### config.mk
export PLATFORM = sky130hd
export DESIGN_NAME = booth_mult_seq
export DESIGN_NICKNAME = d
export VERILOG_FILES = /design/src/rtl/booth_pkg.sv /design/src/rtl/booth_addsub.sv /design/src/rtl/booth_mult_seq.sv
export SDC_FILE = /design/constraint.sdc
export NUM_CORES = 1
export LEC_CHECK = 0
export ABC_CLOCK_PERIOD_IN_PS = 10170
export CAP_MARGIN = 20
export CORE_ASPECT_RATIO = 0.5
export CORE_MARGIN = 8
export CORE_UTILIZATION = 59
export CTS_CLUSTER_SIZE = 25
export DETAILED_ROUTE_END_ITERATION = 8
export PLACE_DENSITY_LB_ADDON = 0.1
export SYNTH_ARGS = -nofsm -noshare
export SYNTH_HDL_FRONTEND = slang
export SYNTH_HIERARCHICAL = 1
export SYNTH_SLANG_ARGS = --single-unit
### constraint.sdc
create_clock -name clk -period 10.17 [get_ports clk]
set_input_delay 3.051 -clock clk [delete_from_list [all_inputs] [get_ports clk]]
set_output_delay 3.051 -clock clk [all_outputs]
set_load 0.03 [all_outputs]
### src/rtl/booth_pkg.sv
// Shared definitions for the sequential radix-2 Booth multiplier.
//   - controller state encoding (ST_* constants and the state_t enum built on them)
//   - Booth recoding operation (booth_op_t) and the decode helper that maps
//     the {Q[0], q-1} bit pair onto an operation
package booth_pkg;

    localparam logic [1:0] ST_IDLE = 2'd0;
    localparam logic [1:0] ST_RUN  = 2'd1;
    localparam logic [1:0] ST_DONE = 2'd2;

    typedef enum logic [1:0] {
        S_IDLE = ST_IDLE,
        S_RUN  = ST_RUN,
        S_DONE = ST_DONE
    } state_t;

    typedef enum logic [1:0] {
        BOOTH_NOP = 2'd0,
        BOOTH_ADD = 2'd1,
        BOOTH_SUB = 2'd2
    } booth_op_t;

    // Radix-2 Booth recoding: 10 starts a run of ones (subtract),
    // 01 ends a run of ones (add), 00/11 are inside a run (no-op).
    function automatic booth_op_t booth_decode(input logic q0, input logic qm1);
        booth_op_t op;
        op = BOOTH_NOP;
        case ({q0, qm1})
            2'b10:   op = BOOTH_SUB;
            2'b01:   op = BOOTH_ADD;
            default: op = BOOTH_NOP;
        endcase
        return op;
    endfunction

endpackage

### src/rtl/booth_addsub.sv
// Combinational W-bit adder/subtractor, modulo 2^W.
// Ports:
//   a, b  in  W  operands
//   sub   in  1  1 = a - b, 0 = a + b
//   z     out W  result
module booth_addsub #(
    parameter int W = 17
) (
    input  logic [W-1:0] a,
    input  logic [W-1:0] b,
    input  logic         sub,
    output logic [W-1:0] z
);

    assign z = sub ? (a - b) : (a + b);

endmodule

### src/rtl/booth_mult_seq.sv
// Sequential radix-2 Booth multiplier with integrated controller.
// Multiplies two WIDTH-bit operands (signed or unsigned per request) in
// WIDTH+1 Booth steps and returns a 2*WIDTH-bit product.
// Handshake: start is sampled only in IDLE together with signed_mode and both
// operands; busy is high in RUN and DONE; done is a one-cycle pulse
// registered on the DONE->IDLE edge, so a start raised during that pulse
// is accepted at the next edge. product holds until the next accepted start.
// Ports:
//   clk           in  1        rising-edge clock
//   rst           in  1        synchronous active-high reset
//   start         in  1        request
//   signed_mode   in  1        1 = two's-complement operands
//   multiplicand  in  WIDTH    M operand
//   multiplier    in  WIDTH    Q operand
//   busy          out 1        request in progress
//   done          out 1        product valid pulse
//   product       out 2*WIDTH  result
module booth_mult_seq
    import booth_pkg::*;
#(
    parameter int WIDTH = 16,
    parameter int CNT_W = $clog2(WIDTH + 2)
) (
    input  logic                 clk,
    input  logic                 rst,
    input  logic                 start,
    input  logic                 signed_mode,
    input  logic [WIDTH-1:0]     multiplicand,
    input  logic [WIDTH-1:0]     multiplier,
    output logic                 busy,
    output logic                 done,
    output logic [2*WIDTH-1:0]   product
);

    // One guard bit keeps A +/- M from overflowing, even for the most
    // negative operand squared, and lets unsigned operands look positive.
    localparam int XW = WIDTH + 1;

    state_t          state;
    state_t          state_nxt;
    logic [XW-1:0]   a_reg;
    logic [XW-1:0]   m_reg;
    logic [XW-1:0]   q_reg;
    logic            qm1;
    logic [CNT_W-1:0] cnt;

    booth_op_t       op;
    logic [XW-1:0]   sum;
    logic [XW-1:0]   a_step;

    assign op     = booth_decode(q_reg[0], qm1);
    assign a_step = (op == BOOTH_NOP) ? a_reg : sum;

    booth_addsub #(.W(XW)) u_addsub (
        .a   (a_reg),
        .b   (m_reg),
        .sub (op == BOOTH_SUB),
        .z   (sum)
    );

    always_comb begin
        state_nxt = state;
        busy      = 1'b0;
        case (state)
            S_IDLE: begin
                if (start) state_nxt = S_RUN;
            end
            S_RUN: begin
                busy = 1'b1;
                // cnt==1 here means this edge performs the final step.
                if (cnt == CNT_W'(1)) state_nxt = S_DONE;
            end
            S_DONE: begin
                busy      = 1'b1;
                state_nxt = S_IDLE;
            end
            default: state_nxt = S_IDLE;
        endcase
    end

    always_ff @(posedge clk) begin
        if (rst) begin
            state   <= S_IDLE;
            a_reg   <= '0;
            m_reg   <= '0;
            q_reg   <= '0;
            qm1     <= 1'b0;
            cnt     <= '0;
            product <= '0;
            done    <= 1'b0;
        end else begin
            state <= state_nxt;
            done  <= 1'b0;
            case (state)
                S_IDLE: begin
                    if (start) begin
                        m_reg   <= {signed_mode & multiplicand[WIDTH-1], multiplicand};
                        q_reg   <= {signed_mode & multiplier[WIDTH-1], multiplier};
                        a_reg   <= '0;
                        qm1     <= 1'b0;
                        cnt     <= CNT_W'(WIDTH + 1);
                        product <= '0;
                    end
                end
                S_RUN: begin
                    // Arithmetic shift right of {A, Q, qm1} after the add/sub.
                    a_reg <= {a_step[XW-1], a_step[XW-1:1]};
                    q_reg <= {a_step[0], q_reg[XW-1:1]};
                    qm1   <= q_reg[0];
                    cnt   <= cnt - CNT_W'(1);
                end
                S_DONE: begin
                    // Low 2*WIDTH bits of {A, Q}.
                    product <= {a_reg[WIDTH-2:0], q_reg};
                    done    <= 1'b1;
                end
                default: ;
            endcase
        end
    end

endmodule

==> results by group, run 1 <==
Route
  – DRC viols: 0
  – Drt first pass iters: 4
  – Initial DRC count: 234
  – Vias: about 4200
  – Vias per inst: between 5 and 6
  – Drt total wl: around 12000 um
  – Post-DR wirelength/cell: 17.38 um
  – Post-route ant nets: 0

Synth
  – Yosys warning count: 6
  – Mapped Area: 4947 um^2
  – FF+latch count, synth: 91
  – Area contributors post-synth: dfxtp_1 (37%), a32oi_1 (8.7%), nor2_1 (6.4%)
  – Synth cell types: 61
  – Synth Instances: 550
  – Synthesized area per cell: 8.995 um^2
  – Most frequent cell after synthesis: dfxtp_1
  – Most frequent cells after synthesis: dfxtp_1 (91), nor2_1 (85), a32oi_1 (49)
  – Post-synth EDFFs: 0
  – Syn_nets: 610
  – Synth async-reset ratio: 0
  – Main synth FF type: dfxtp_1
  – Register area share after synthesis: 0.3682
  – Leading area contributor after synthesis: dfxtp_1
  – Synth top area share: 0.3682

Setup path
  – Worst path bufs/invs: 2
  – CP max FO: 3
  – Crit-path slowest cell: clkdlybuf4s50_1
  – Required @ worst endpoint: 7.12 ns
  – Cell Chain, Critical Path: inv_1 > ha_1 > clkdlybuf4s50_1
  – Kind of critical path: flop to primary output
  – Critical Path Start Type: flop
  – Critical path's top delay family: buffers and inverters
  – CP Data Arrival Time: 1.74 ns
  – Worst Setup End Kind: primary output
  – Critical Path Max Stage Delay: between 0.6 and 0.7 ns

Clock tree
  – Inserted Clock Buffers: 9
  – TritonCTS clock tree: done
  – Clock sink count: between 90 and 100
  – # hold bufs at CTS: 0
  – CTS Buffer Depth: 2
  – Postcts setup bufs: 0
  – CTS Root Cell: clkbuf_16
  – Clk pin slew, worst setup/hold paths: 0.06 ns
  – Skew-Pair Late Insertion Delay: 0.35 ns
  – H-tree depth: 3
  – Post-CTS Resized: 0

Floorplanning
  – CORE AREA: 8058 um^2
  – Starting Density: 0.6140
  – # rows: 23
  – Top Ports: 70
  – Die ar.: 11750 um^2
  – Die H: 80.75 um
  – Die X: between 100 and 150 um

Timing
  – TNS Setup: 0 ns
  – Worst slew pin tran: 0.9929 ns
  – RSZ-0062 raised after global routing: no
  – Slew Limit Headroom: 0.3381
  – Fmax achieved: 208.9 MHz
  – Final Critical Period: 4.787 ns
  – Final Hold Fails: 0
  – Min setup slack post-route: 5.383 ns
  – Worst hold slack: 0.4767 ns
  – Period utilisation layout: 0.4707
  – Final Skew: between 0.005 and 0.006 ns
  – Final setup viols: 0
  – Max Slew Vio Count: 0

Final layout
  – Final-layout fill cell count: 646
  – Share of cells above drive strength 1: 0.1039
  – Utilization after layout: 0.7351
  – Ant diodes: 0
  – Max reg flops: 32
  – Final nets: roughly 650
  – Area grow syn2layout: 19.73%

GRT
  – First-pass GRT wire length: about 20000 um
  – Met2 usage in global routing: 0.3398
  – GRT Max-Usage Layer: met2
  – Pin count of the biggest net entering global routing: 90
  – Met1 Use GR: 0.2725
  – GRT Residual Overflow: 0
  – GR Util met3: 0.05987
  – Total track usage: 0.2105
  – Antenna violations before repair: 0
  – Vias in the first global route: roughly 4100

Status
  – Status: finished, final reports clean

Power
  – Leak: 0.002208 uW
  – PwrDens: 189.3 nW/um^2
  – Max VDD drop: 0.00009264 V

Place
  – Dpl ws: 5.033 ns
  – GPL Wtd Cong: roughly 0.9
  – HPWL Detailed: between 8000 and 9000 um
  – PortBufs: between 60 and 70

Min path
  – Worst Hold Class: flop to flop

Run
  – Max-cap viol count: 0
[metal layers]
layer,wire length [um],part of all wire
met5,0,0
met4,167,0.014
met3,760,0.062
met2,5541,0.45
met1,5854,0.48
[placed cells by master, fill, tap and decap left out, types with 3 or more instances in the layout]
cell,netlist,routed
dfxtp_1,91,91
nor2_1,85,85
clkdlybuf4s50_1,0,68
a32oi_1,49,49
nand2_1,40,40
a21oi_1,39,39
ha_1,23,23
inv_1,22,22
xnor2_1,21,21
mux2i_1,20,19
a211oi_2,16,16
mux2_2,12,12
o21ai_0,12,12
clkbuf_16,0,9
xor2_1,9,9
buf_4,2,5
nand3b_1,4,4
mux2_1,3,3
o41ai_1,3,3
nor3_1,3,3
a211oi_1,3,3
nor4_1,3,3
a31oi_1,3,3
nand4_1,3,3
a21o_1,3,3
[worst min-delay path, stage by stage (launching register included)]
cell	delay, ns
dfxtp_1	0.32
nand2_1	0.06
a21oi_1	0.05
[worst paths after layout]
check	start	end	slack, ns	cells after the start
setup / recovery	state[1]	busy	5.38	3
setup reg to reg	q_reg[0]	a_reg[13]	6.19	14
hold / removal	m_reg[16]	m_reg[16]	0.48	2
hold reg to reg	m_reg[16]	m_reg[16]	0.48	2
[per-stage QoR]
step | total power, uW | instance area, um^2 | std cells
6_report | 1121 | 5923 | 709
5_1_grt | 1182 | 5923 | 709
4_1_cts | 1120 | 5903 | 708
3_5_place_dp | 754.1 | 5579 | 692
3_3_place_gp | 747.7 | 5579 | 692
2_1_floorplan | 687.7 | 4947 | 550
[final cells by class]
cell class	instances	area, um^2	area share
Clock inverter	6	95.09	0.01605
Tap cell	112	140.1	0.02366
Sequential cell	91	1822	0.3076
Multi-Input combinational cell	393	2811	0.4747
Inverter	22	82.58	0.01394
Timing Repair Buffer	75	743.2	0.1255
Clock buffer	10	229.0	0.03866
[where the power goes]
part / internal [uW] / total, uW / switching, uW
Sequential: 380 / 405 / 24.9
Clock: 218 / 364 / 146
Combinational: 148 / 352 / 204
[cells by family after synthesis]
| logic type | count (synthesis) | synth area share |
|---|---|---|
| mux | 36 | 0.07764 |
| simple gates | 157 | 0.1442 |
| buf+inv | 66 | 0.06474 |
| xor+xnor | 31 | 0.05640 |
| fa+ha+maj | 24 | 0.06222 |
| compound gates | 145 | 0.2266 |
| flops | 91 | 0.3682 |
Power figures use the tool's default switching activity.
==> run 2, diff against run 1 <==
--- a/config.mk
+++ b/config.mk
@@ -5,11 +5,11 @@
 export SDC_FILE = /design/constraint.sdc
 export NUM_CORES = 1
 export LEC_CHECK = 0
-export ABC_CLOCK_PERIOD_IN_PS = 10170
+export ABC_CLOCK_PERIOD_IN_PS = 4900
 export CAP_MARGIN = 20
 export CORE_ASPECT_RATIO = 0.5
 export CORE_MARGIN = 8
-export CORE_UTILIZATION = 59
+export CORE_UTILIZATION = 55
 export CTS_CLUSTER_SIZE = 25
 export DETAILED_ROUTE_END_ITERATION = 8
 export PLACE_DENSITY_LB_ADDON = 0.1
==> constraint.sdc (replaced) <==
create_clock -name clk -period 4.9 [get_ports clk]
set_input_delay 1.47 -clock clk [delete_from_list [all_inputs] [get_ports clk]]
set_output_delay 1.47 -clock clk [all_outputs]
set_load 0.03 [all_outputs]
==> run 2 against run 1 <==
Compared with the run above: worst hold slack barely moved; clock power rose by 98%; combinational power rose by 110%; die area rose by 6.1%; critical path depth rose by 11.
==> results by group, run 2 (same netlist as run 1, synthesis figures left out) <==
Clock tree
  – Clock sink count: 91 (unchanged)
  – Post-CTS Resized: 0 (unchanged)
  – Clk pin slew, worst setup/hold paths: 0.06 ns (about the same)
  – # hold bufs at CTS: 0 (unchanged)
  – CTS Root Cell: clkbuf_16 (unchanged)
  – H-tree depth: 3 (unchanged)
  – CTS Buffer Depth: 2 (unchanged)
  – Postcts setup bufs: 0 (unchanged)
  – Skew-Pair Late Insertion Delay: 0.34 ns (was 0.35 ns)
  – TritonCTS clock tree: done (unchanged)
  – Inserted Clock Buffers: 9 (unchanged)

Final layout
  – Commonest non-fill, non-tap cell in the layout: dfxtp_1 (unchanged)
  – Final-layout fill cell count: 736 (was 646)
  – Final nets: 652 (unchanged)
  – Share of cells above drive strength 1: 0.1008 (was 0.1039)
  – Area grow syn2layout: 19.50% (was 19.73%)
  – Most frequent cells in the layout: dfxtp_1 (91), nor2_1 (85), clkdlybuf4s50_1 (68) (unchanged)
  – Max reg flops: 32 (unchanged)
  – Ant diodes: 0 (unchanged)

Setup path
  – Worst path bufs/invs: 1 (was 2)
  – Critical path's top delay family: compound AO/OA/AOI/OAI gates (was buffers and inverters)
  – Kind of critical path: flop to flop (was flop to primary output)
  – Critical Path Max Stage Delay: 0.45 ns (was 0.67 ns)
  – R2r setup slk: 1.23 ns (was 6.19 ns)
  – Cell Chain, Critical Path: ha_1 > inv_1 > o21ai_2 > o21ai_0 > xnor2_1 > ha_1 > nand2_1 > nor4_1 > nor2_1 > o311a_1 > xnor2_1 > mux2_2 > a32oi_1 > nor2_1 (was inv_1 > ha_1 > clkdlybuf4s50_1)
  – CP Depth: 14 (was 3)
  – Required @ worst endpoint: 5.09 ns (was 7.12 ns)
  – Crit-path slowest cell: ha_1 (was clkdlybuf4s50_1)
  – CP Data Arrival Time: 3.85 ns (was 1.74 ns)
  – Worst Setup SP: q_reg[0] (was state[1])
  – Critical Path Start Type: flop (unchanged)
  – Worst Setup EP: a_reg[13] (was busy)
  – Reg2reg start: q_reg[0] (unchanged)
  – Worst Setup End Kind: flop (was primary output)
  – Worst r2r dst: a_reg[13] (unchanged)
  – CP max FO: 12 (was 3)
  – R2R depth: 14 (unchanged)

Route
  – Vias per inst: 5.900 (was 5.975)
  – Post-DR wirelength/cell: 16.99 um (was 17.38 um)
  – Drt total wl: 12090 um (was 12320 um)
  – Vias: 4201 (was 4236)
  – Initial DRC count: 349 (was 234)
  – Drt first pass iters: 5 (was 4)
  – Post-route ant nets: 0 (unchanged)
  – DRC viols: 0 (unchanged)

Timing
  – RSZ-0062 raised after global routing: no (unchanged)
  – Final setup viols: 0 (unchanged)
  – Fmax achieved: 272.7 MHz
  – Worst slew pin tran: 1.113 ns (was 0.9929 ns)
  – Max Slew Vio Count: 0 (unchanged)
  – Final Critical Period: 3.668 ns
  – Final Hold Fails: 0 (unchanged)
  – Worst hold slack: 0.4768 ns (was 0.4767 ns)
  – Final Skew: 0.005459 ns (was 0.005155 ns)
  – Period utilisation layout: 0.7485
  – TNS Setup: 0 ns (unchanged)
  – Slew Limit Headroom: 0.2579 (was 0.3381)

Floorplanning
  – Starting Density: 0.5681 (was 0.6140)
  – # rows: 24 (was 23)
  – CORE AREA: 8708 um^2 (was 8058 um^2)
  – Die X: 150.1 um (was 145.5 um)
  – Die H: 83.07 um (was 80.75 um)
  – Top Ports: 70 (unchanged)
  – Die ar.: 12470 um^2 (was 11750 um^2)

GRT
  – Met1 Use GR: 0.2698 (was 0.2725)
  – Met2 usage in global routing: 0.2821 (was 0.3398)
  – GRT Max-Usage Layer: met2 (unchanged)
  – Antenna violations before repair: 0 (unchanged)
  – Total track usage: 0.1920 (was 0.2105)
  – First-pass GRT wire length: 19980 um (was 20480 um)
  – GRT Residual Overflow: 0 (unchanged)
  – GR Util met3: 0.05736 (was 0.05987)
  – Vias in the first global route: 3991 (was 4123)
  – Pin count of the biggest net entering global routing: 54 (was 90)

Place
  – PortBufs: 69 (unchanged)
  – HPWL Detailed: 8362 um (was 8095 um)
  – GPL Wtd Cong: 0.9416 (was 0.8754)

Run
  – Max-cap viol count: 0 (unchanged)

Power
  – Leak: 0.002198 uW (was 0.002208 uW)
  – PwrDens: 387.1 nW/um^2 (was 189.3 nW/um^2)
  – Max VDD drop: 0.0002022 V (was 0.00009264 V)
  – Total power: 2289 uW (was 1121 uW)

Status
  – Status: finished, final reports clean (unchanged)

Min path
  – Worst Hold Class: flop to flop (unchanged)
[run 2: cell types whose count changed in the layout (fill, tap and decap cells not counted)]
cell,delta
inv_6,-2
[run 2: where the power goes]
group	switching [uW]	leakage, uW	internal, uW
logic	421	0.00131	305
registers	52.1	0.000741	789
clock network	278	0.000149	443
[run 2: cell type report]
| cell class | instances | area (um^2) | area share |
|---|---|---|---|
| sequential | 91 | 1822 | 0.3081 |
| timing repair buffer | 75 | 743.2 | 0.1257 |
| clock inverter | 4 | 77.57 | 0.01312 |
| tap | 117 | 146.4 | 0.02476 |
| inverter | 22 | 82.58 | 0.01397 |
| multi-input combinational | 393 | 2811 | 0.4756 |
| clock buffer | 10 | 229.0 | 0.03873 |
[run 2: worst min-delay path, stage by stage (launching register included)]
cell and delay, ns:
dfxtp_1 0.32, nand2_1 0.05, a21oi_1 0.05
[run 2: per-stage QoR]
stage          utilization  instances  worst slack, ns  cell area (um^2)
2_1_floorplan            -        550            1.629              4947
3_3_place_gp        0.6428        697            1.372              5598
3_5_place_dp        0.6428        697            1.275              5598
4_1_cts             0.6780        711            1.250              5904
5_1_grt             0.6789        712           0.9653              5912
6_report            0.6789        712            1.232              5912
[run 2: metal layers]
metal,part of all wire,vias to the layer above
li1,-,2073
met1,0.51,2004
met2,0.43,117
met3,0.056,7
met4,0.0043,0
met5,0,-
[run 2: worst min-delay path by stage]
stage           startpoint     endpoint  slack (ns)  cells past startpoint
2_1_floorplan    m_reg[16]    m_reg[16]        0.44                      2
3_3_place_gp     m_reg[16]    m_reg[16]        0.45                      2
3_5_place_dp   product[22]  product[22]        0.47                      2
4_1_cts          m_reg[16]    m_reg[16]        0.48                      2
5_1_grt        product[21]  product[21]        0.51                      2
6_report         m_reg[16]    m_reg[16]        0.48                      2
